==> config.mk <==
export PLATFORM = sky130hd
export DESIGN_NAME = tmr_updown_counter
export DESIGN_NICKNAME = d
export VERILOG_FILES = /design/src/rtl/tmr_updown_counter.sv
export SDC_FILE = /design/constraint.sdc
export NUM_CORES = 1
export LEC_CHECK = 0
export CAP_MARGIN = 0
export CORE_MARGIN = 4
export CORE_UTILIZATION = 50
export DETAILED_ROUTE_END_ITERATION = 10
export PLACE_DENSITY = 0.8
export SLEW_MARGIN = 0
export SYNTH_ARGS = -nofsm -noshare
export SYNTH_HDL_FRONTEND = slang
export SYNTH_SLANG_ARGS = --single-unit
==> constraint.sdc <==
create_clock -name clk -period 3.5 [get_ports clk]
set_input_delay 0.875 -clock clk [delete_from_list [all_inputs] [get_ports clk]]
set_output_delay 0.875 -clock clk [all_outputs]
set_load 0.05 [all_outputs]
==> src/rtl/tmr_updown_counter.sv <==
// Triple-modular-redundant up/down counter with continuous scrubbing, per-replica
// fault injection, sticky mismatch flags and a saturating error counter.
module tmr_updown_counter #(
    parameter int WIDTH = 16,
    parameter int ERR_W = 8
) (
    input  logic             clk,
    input  logic             rst,
    input  logic             en,
    input  logic             up_dn,
    input  logic             load,
    input  logic [WIDTH-1:0] load_val,
    input  logic             clr_err,
    input  logic [2:0]       inj_en,
    input  logic [WIDTH-1:0] inj_mask,
    output logic [WIDTH-1:0] q,
    output logic             wrap,
    output logic [2:0]       fault_vec,
    output logic [ERR_W-1:0] err_cnt,
    output logic             uncorr
);

    localparam logic [WIDTH-1:0] ONE     = WIDTH'(1);
    localparam logic [WIDTH-1:0] ALL_ONE = '1;
    localparam logic [ERR_W-1:0] ERR_MAX = '1;

    logic [WIDTH-1:0] r_q [3];
    logic [WIDTH-1:0] r_d [3];
    logic [WIDTH-1:0] v;
    logic [WIDTH-1:0] n_val;
    logic [2:0]       mis;
    logic             any_mis;
    logic             wrap_d, wrap_q;
    logic [2:0]       fault_vec_d, fault_vec_q;
    logic [ERR_W-1:0] err_cnt_d, err_cnt_q;
    logic             uncorr_d, uncorr_q;

    function automatic logic [ERR_W-1:0] sat_inc(input logic [ERR_W-1:0] x);
        return (x == ERR_MAX) ? x : x + ERR_W'(1);
    endfunction

    always_comb begin
        v       = (r_q[0] & r_q[1]) | (r_q[0] & r_q[2]) | (r_q[1] & r_q[2]);
        mis     = '0;
        for (int i = 0; i < 3; i++) begin
            mis[i] = (r_q[i] != v);
        end
        any_mis = |mis;
    end

    // Next count is derived from the voted value so a single bad replica never steers it.
    always_comb begin
        n_val = v;
        if (load) begin
            n_val = load_val;
        end else if (en) begin
            n_val = up_dn ? v + ONE : v - ONE;
        end
        for (int i = 0; i < 3; i++) begin
            r_d[i] = inj_en[i] ? (n_val ^ inj_mask) : n_val;
        end
    end

    always_comb begin
        wrap_d   = !load && en && ((up_dn && (v == ALL_ONE)) || (!up_dn && (v == '0)));
        uncorr_d = (r_q[0] != r_q[1]) && (r_q[0] != r_q[2]) && (r_q[1] != r_q[2]);
        if (clr_err) begin
            fault_vec_d = mis;
            err_cnt_d   = any_mis ? ERR_W'(1) : '0;
        end else begin
            fault_vec_d = fault_vec_q | mis;
            err_cnt_d   = any_mis ? sat_inc(err_cnt_q) : err_cnt_q;
        end
    end

    always_ff @(posedge clk or posedge rst) begin
        if (rst) begin
            for (int i = 0; i < 3; i++) begin
                r_q[i] <= '0;
            end
            wrap_q      <= 1'b0;
            fault_vec_q <= '0;
            err_cnt_q   <= '0;
            uncorr_q    <= 1'b0;
        end else begin
            for (int i = 0; i < 3; i++) begin
                r_q[i] <= r_d[i];
            end
            wrap_q      <= wrap_d;
            fault_vec_q <= fault_vec_d;
            err_cnt_q   <= err_cnt_d;
            uncorr_q    <= uncorr_d;
        end
    end

    assign q         = v;
    assign wrap      = wrap_q;
    assign fault_vec = fault_vec_q;
    assign err_cnt   = err_cnt_q;
    assign uncorr    = uncorr_q;

endmodule
==> results of run 1 <==
==> routing by layer <==
| metal | share of wire | track usage |
|---|---|---|
| met1 | 0.39 | 0.2981 |
| met4 | 0.043 | 0.1092 |
| met3 | 0.080 | 0.05295 |
| met2 | 0.49 | 0.4231 |
| met5 | 0 | 0 |
==> worst min-delay path by stage <==
stage / from / end / slack [ns] / cells past startpoint
floorplan: r_q[46]$_DFF_PP0_ / uncorr$_DFF_PP0_ / 0.72 / 4
global placement: fault_vec[1]$_DFF_PP0_ / fault_vec[1]$_DFF_PP0_ / 0.47 / 1
detailed placement: fault_vec[1]$_DFF_PP0_ / fault_vec[1]$_DFF_PP0_ / 0.47 / 1
CTS: fault_vec[1]$_DFF_PP0_ / fault_vec[1]$_DFF_PP0_ / 0.49 / 1
global route: fault_vec[1]$_DFF_PP0_ / fault_vec[1]$_DFF_PP0_ / 0.53 / 1
finish: fault_vec[1]$_DFF_PP0_ / fault_vec[1]$_DFF_PP0_ / 0.48 / 1
==> synth_stat cells (2+ instances only) <==
cell type  count
a211oi_1       6
a21o_1         7
a21oi_1       22
a22oi_1        3
buf_6          2
clkbuf_1      14
dfrtp_1       61
ha_1          63
inv_1         23
mux2i_1        9
nand2_1       75
nand3_1       12
nand4_1       12
nand4_2        3
nor2_1        12
nor2b_1        2
nor3_1         7
nor3_4        15
nor4_1        31
nor4_2         6
nor4b_1        6
o211ai_1       2
o21a_1         3
o21ai_0       18
o21ai_1        6
o21bai_1       3
o31a_1         2
o31ai_1        3
or3_1          4
or3b_1         2
or4_1          3
xnor2_1       67
xor2_1        33
==> per-stage QoR <==
step / cells / setup slack, ns / area (um^2) / hold WS, ns
floorplan: 559 / 0.02942 / 5290 / 0.7228
finish: 827 / 0.2351 / 6777 / 0.4816
CTS: 825 / 0.02582 / 6721 / 0.4870
detailed placement: 811 / -0.3558 / 6550 / 0.4723
global placement: 811 / -0.3093 / 6550 / 0.4658
global route: 827 / 0.08425 / 6777 / 0.5250
==> worst max-delay path, cell delays in order <==
cell and delay (ns):
dlymetal6s2s_1 0.21, clkinvlp_4 0.22, buf_4 0.18, ha_1 0.20
or4_1 0.55, o2111ai_2 0.23, a31oi_1 0.15, and4_1 0.22
or3_1 0.45, xor2_1 0.19
==> cells by family (layout without fill, tap and decap cells) <==
logic type | count (synthesis) | in the layout
muxes | 9 | 9
xor gates and xnor gates | 100 | 100
DFF | 61 | 61
AOI/OAI and AO/OA | 84 | 84
adders and majority gates | 64 | 64
buffers and inverters | 42 | 174
and+or+nand+nor | 199 | 199
==> registers in the layout, summed over array words and instances (netlist names) <==
signal / count
wrap: 1
r_q: 48
fault_vec: 3
uncorr: 1
err_cnt: 8
==> repair_timing <==
| action | CTS | global route |
|---|---|---|
| pin swaps | 0 | 2 |
| setup buffers | 0 | 1 |
| endpoints found under the setup margin | 1 | 14 |
| gates resized for setup | 1 | 9 |
| cloned | 0 | 1 |
==> cell type report <==
cell class	instances	area, um^2
fillers	811	3547
repair inverters	1	5.005
multi-input cells	456	3627
clock buffers	12	155.1
well taps	136	170.2
flip-flops and latches	61	1526
clock inverters	2	10.01
repair buffers	135	1189
inverters	24	93.84
==> where the power goes <==
part | switching [mW] | internal [mW] | total (mW)
combinational | 3.40 | 2.66 | 6.07
clock | 0.267 | 0.285 | 0.552
sequential | 0.336 | 0.985 | 1.32
==> flow_summary.toml, run 1 <==
[synthesis]
yosys_warnings = 0
netlist_area_um2 = 5290
muxShareOfSynthArea = 0.01703
synth-edff-count = 0
syn_nets = 664
yosys.area_share.simple = 0.2389
synthXorXnorAreaFrac = 0.1656
synth_top_family_by_area = "simple AND/OR/NAND/NOR gates"
synth-compound-area-share = 0.1034
syn_area_per_cell_um2 = 9.463
yosysSeqAreaShare = 0.2886
dominantRegCellSynth = "dfrtp_1"
netlist_top_cells_area = "dfrtp_1 (29%), ha_1 (15%), xnor2_1 (11%), xor2_1 (5.5%), nand2_1 (5.3%)"
async_reset_ff_frac = 1.000
yosys.area_share.adder = 0.1528
yosysTopAreaCell = "dfrtp_1"
yosysTopAreaCellShare = 0.2886
ys_seq_elements = 61
yosys.cell_types.count = 55
synthCells = 559

[cts]
root_buffer = "clkbuf_8"
cts_tree = "built"
cts_num_sinks = 61
numCtsBuffers = 9
postCtsHoldBufs = 0
htreeDepth = 3
insertion_delay_ns = 0.35
cts.path.max_buffers = 2
clk_pin_slew_ns = 0.06

[grt]
grt_pass1_wl_um = 24380
grt_max_degree = 62
grtUsageTotal = 0.2472
grt_antenna_before_repair = 0
grt_pass1_vias = 4960
gr-total-overflow = 0

[floorplanning]
io_pins = 70
start_util = 0.5124
dieArea_um2 = 12290
dieHeight_um = 110.9
core-area_um2 = 10320
rows = 37
die_x_um = 110.9

[job]
maxCapViolCount = 0

[final_layout]
synthToLayoutAreaGrowth_pct = 28.10
num-nets-final = 793
mostFrequentLayoutCells = "nand2_1 (75), clkdlybuf4s50_1 (68), xnor2_1 (67)"
final_common_cell = "nand2_1"
drive_gt1_frac = 0.1751
fin_util = 0.6564
antennaDiodeCount = 0

[run_status]
status = "complete, no violations"

[sta]
period_needed_ns = 3.265
finalSetupViolations = 0
worst_slew_pin_slew_ns = 0.7742
max_freq_ghz = 0.3063
fin_skew_ns = 0.01133
maxSlewViolCount = 0
setup_tns_ns = 0
rsz0062_at_grt = "no"
hold_viol = 0
maxSlewHeadroom = 0.4839
fin_crit_sh = 0.9328

[worst_setup_path]
worst_r2r_path_depth = 11
startpoint = "up_dn"
cp-start-kind = "input pin"
endpoint = "r_q[44]$_DFF_PP0_"
cp-end-kind = "register"
r2r_slack_ns = 0.25
path_class = "input pin to register"
cp_data_required_time_ns = 3.72
cp_max_fo = 5
rr_startpoint = "r_q[1]$_DFF_PP0_"
reg2reg_to = "r_q[44]$_DFF_PP0_"
cp_data_arrival_time_ns = 3.49

[route]
drtIter0Drc = 369
drc = 0
dr.pass1.iters = 5
routed_via_density = 5.946
totalWireLength_um = 15440
wl_per_cell_um = 18.67
ant_nets = 0
vias = 4917

[power_and_ir_drop]
powerDensity_nw_per_um2 = 1172
p_leak_nw = 2.844
power_mw = 7.940
vdd_ir_drop_max_mv = 1.138

[placement]
place_congestion = 1.015
portBuffers = 69
hpwl_um = 12330

[worst_hold_path]
min-delay-path-class = "register to register"
Note: power is estimated with default switching activity, not from simulation.
==> inputs of run 2 (changes only) <==
--- a/config.mk
+++ b/config.mk
@@ -9,6 +9,8 @@
 export CORE_MARGIN = 4
 export CORE_UTILIZATION = 50
+export CTS_BUF_LIST = sky130_fd_sc_hd__clkbuf_4
 export DETAILED_ROUTE_END_ITERATION = 10
 export PLACE_DENSITY = 0.8
+export REMOVE_ABC_BUFFERS = 1
 export SLEW_MARGIN = 0
 export SYNTH_ARGS = -nofsm -noshare
==> constraint.sdc (replaced) <==
create_clock -name clk -period 3.5 [get_ports clk]
set_input_delay 0.875 -clock clk [delete_from_list [all_inputs] [get_ports clk]]
set_output_delay 0.875 -clock clk [all_outputs]
set_load 0.005 [all_outputs]
==> flow_summary.toml, run 2 (synthesis gave the netlist of run 1 again) <==
[cts]
root_buffer = "clkbuf_4"
clk_pin_slew_ns = 0.10
htreeDepth = 3
cts_num_sinks = 61
cts.path.max_buffers = 2
numCtsBuffers = 9
cts_tree = "built"
postCtsHoldBufs = 0
post_cts_buffers = 0
insertion_delay_ns = 0.40

[worst_setup_path]
path_class = "input pin to register"
cp_data_required_time_ns = 3.79
cp-start-kind = "input pin"
cp_data_arrival_time_ns = 3.70
cp_max_fo = 6
cp-end-kind = "register"
worst_r2r_path_depth = 12

[final_layout]
antennaDiodeCount = 0
largest_reg_flops = 48
fin_util = 0.6585
drive_gt1_frac = 0.1763
final_cells = 828
num-nets-final = 792
largest_register = "r_q"
mostFrequentLayoutCells = "nand2_1 (75), clkdlybuf4s50_1 (69), xnor2_1 (67)"
synthToLayoutAreaGrowth_pct = 28.50
final_common_cell = "nand2_1"

[power_and_ir_drop]
vdd_ir_drop_max_mv = 0.7121
powerDensity_nw_per_um2 = 1099
power_mw = 7.471
p_leak_nw = 2.857

[grt]
grt_max_degree = 62
grtUsageTotal = 0.2414
grt_antenna_before_repair = 0
grt_pass1_vias = 4960
gr-total-overflow = 0
grt_pass1_wl_um = 23910

[sta]
max_freq_ghz = 0.2936
fin_crit_sh = 0.9731
hold_viol = 0
setup_tns_ns = 0
finalSetupViolations = 0
period_needed_ns = 3.406
hold-worst-slack_ns = 0.4925
worst_slew_pin_slew_ns = 0.7455
rsz0062_at_grt = "no"
maxSlewViolCount = 0
maxSlewHeadroom = 0.5030
fin_skew_ns = 0.01236

[route]
drc = 0
wl_met2_um = 7144
totalWireLength_um = 14960
drtIter0Drc = 293
met1_length_um = 6263
wl_per_cell_um = 18.06
ant_nets = 0
vias = 4835
routed_via_density = 5.839
top_layer = "met4"
dr.pass1.iters = 5
met3WireLength_um = 930

[run_status]
status = "complete, no violations"

[placement]
portBuffers = 69
placed_cells = 812
place_congestion = 0.9553
hpwl_um = 12310

[worst_hold_path]
min-delay-path-class = "register to register"
holdPathStages = 1

[job]
maxCapViolCount = 0

[floorplanning]
die_x_um = 110.9
dieArea_um2 = 12290
io_pins = 70
dieHeight_um = 110.9
start_util = 0.5124
rows = 37
core-area_um2 = 10320
## run 2: path summary, 6_finish.rpt
check	startpoint	endpoint	slack, ns
setup reg to reg	r_q[0]$_DFF_PP0_	r_q[44]$_DFF_PP0_	0.25
setup / recovery	up_dn	r_q[44]$_DFF_PP0_	0.09
hold / removal	fault_vec[1]$_DFF_PP0_	fault_vec[1]$_DFF_PP0_	0.49
hold reg to reg	fault_vec[1]$_DFF_PP0_	fault_vec[1]$_DFF_PP0_	0.49
max in group asynchronous	rst	r_q[35]$_DFF_PP0_	2.00
min in group asynchronous	rst	r_q[18]$_DFF_PP0_	0.99
## run 2: cell type report
type | count | area (um^2)
timing repair buffer | 135 | 1186
multi-input combinational | 456 | 3620
fill | 790 | 3526
clock inverter | 7 | 137.6
tap | 136 | 170.2
inverter | 24 | 90.09
sequential | 61 | 1526
clock buffer | 9 | 67.56
## run 2: critical path: stages
cell and delay (ns):
clkdlybuf4s50_1 0.51, inv_2 0.09, buf_4 0.17, ha_1 0.21, or4_1 0.57, o2111ai_2 0.28, a31oi_1 0.14, and4_1 0.22
or3_1 0.44, xor2_1 0.19
## run 2: through the flow
| step | area, um^2 | setup slack [ns] |
|---|---|---|
| final | 6798 | 0.09413 |
| after floorplan | 5201 | 0.2254 |
| after detailed placement | 6558 | -0.4176 |
| after global routing | 6798 | 0.004897 |
| after global placement | 6558 | -0.2786 |
| after CTS | 6763 | 0.03860 |
## run 2: timing repair
| item | 4_1_cts | 5_1_grt |
|---|---|---|
| setup endpoints to repair | 0 | 12 |
| resized for setup | 0 | 11 |
| endpoints found under the hold margin | 0 | 0 |
## run 2: power by group
part | internal, mW | switching (mW)
clock network | 0.431 | 0.253
registers | 0.982 | 0.350
logic | 2.64 | 2.81
total | 4.05 | 3.42
## run 2: per-layer routing
| layer | vias to the layer above | global-route usage |
|---|---|---|
| li1 | 2265 | - |
| met1 | 2317 | 0.2928 |
| met2 | 202 | 0.4118 |
| met3 | 51 | 0.04531 |
| met4 | 0 | 0.1149 |
| met5 | - | 0 |
==> inputs of run 3 (changes only) <==
- SLEW_MARGIN: 0 -> 10
==> results of run 3 <==
Final layout, timing and power as in run 2 (identical DEF).
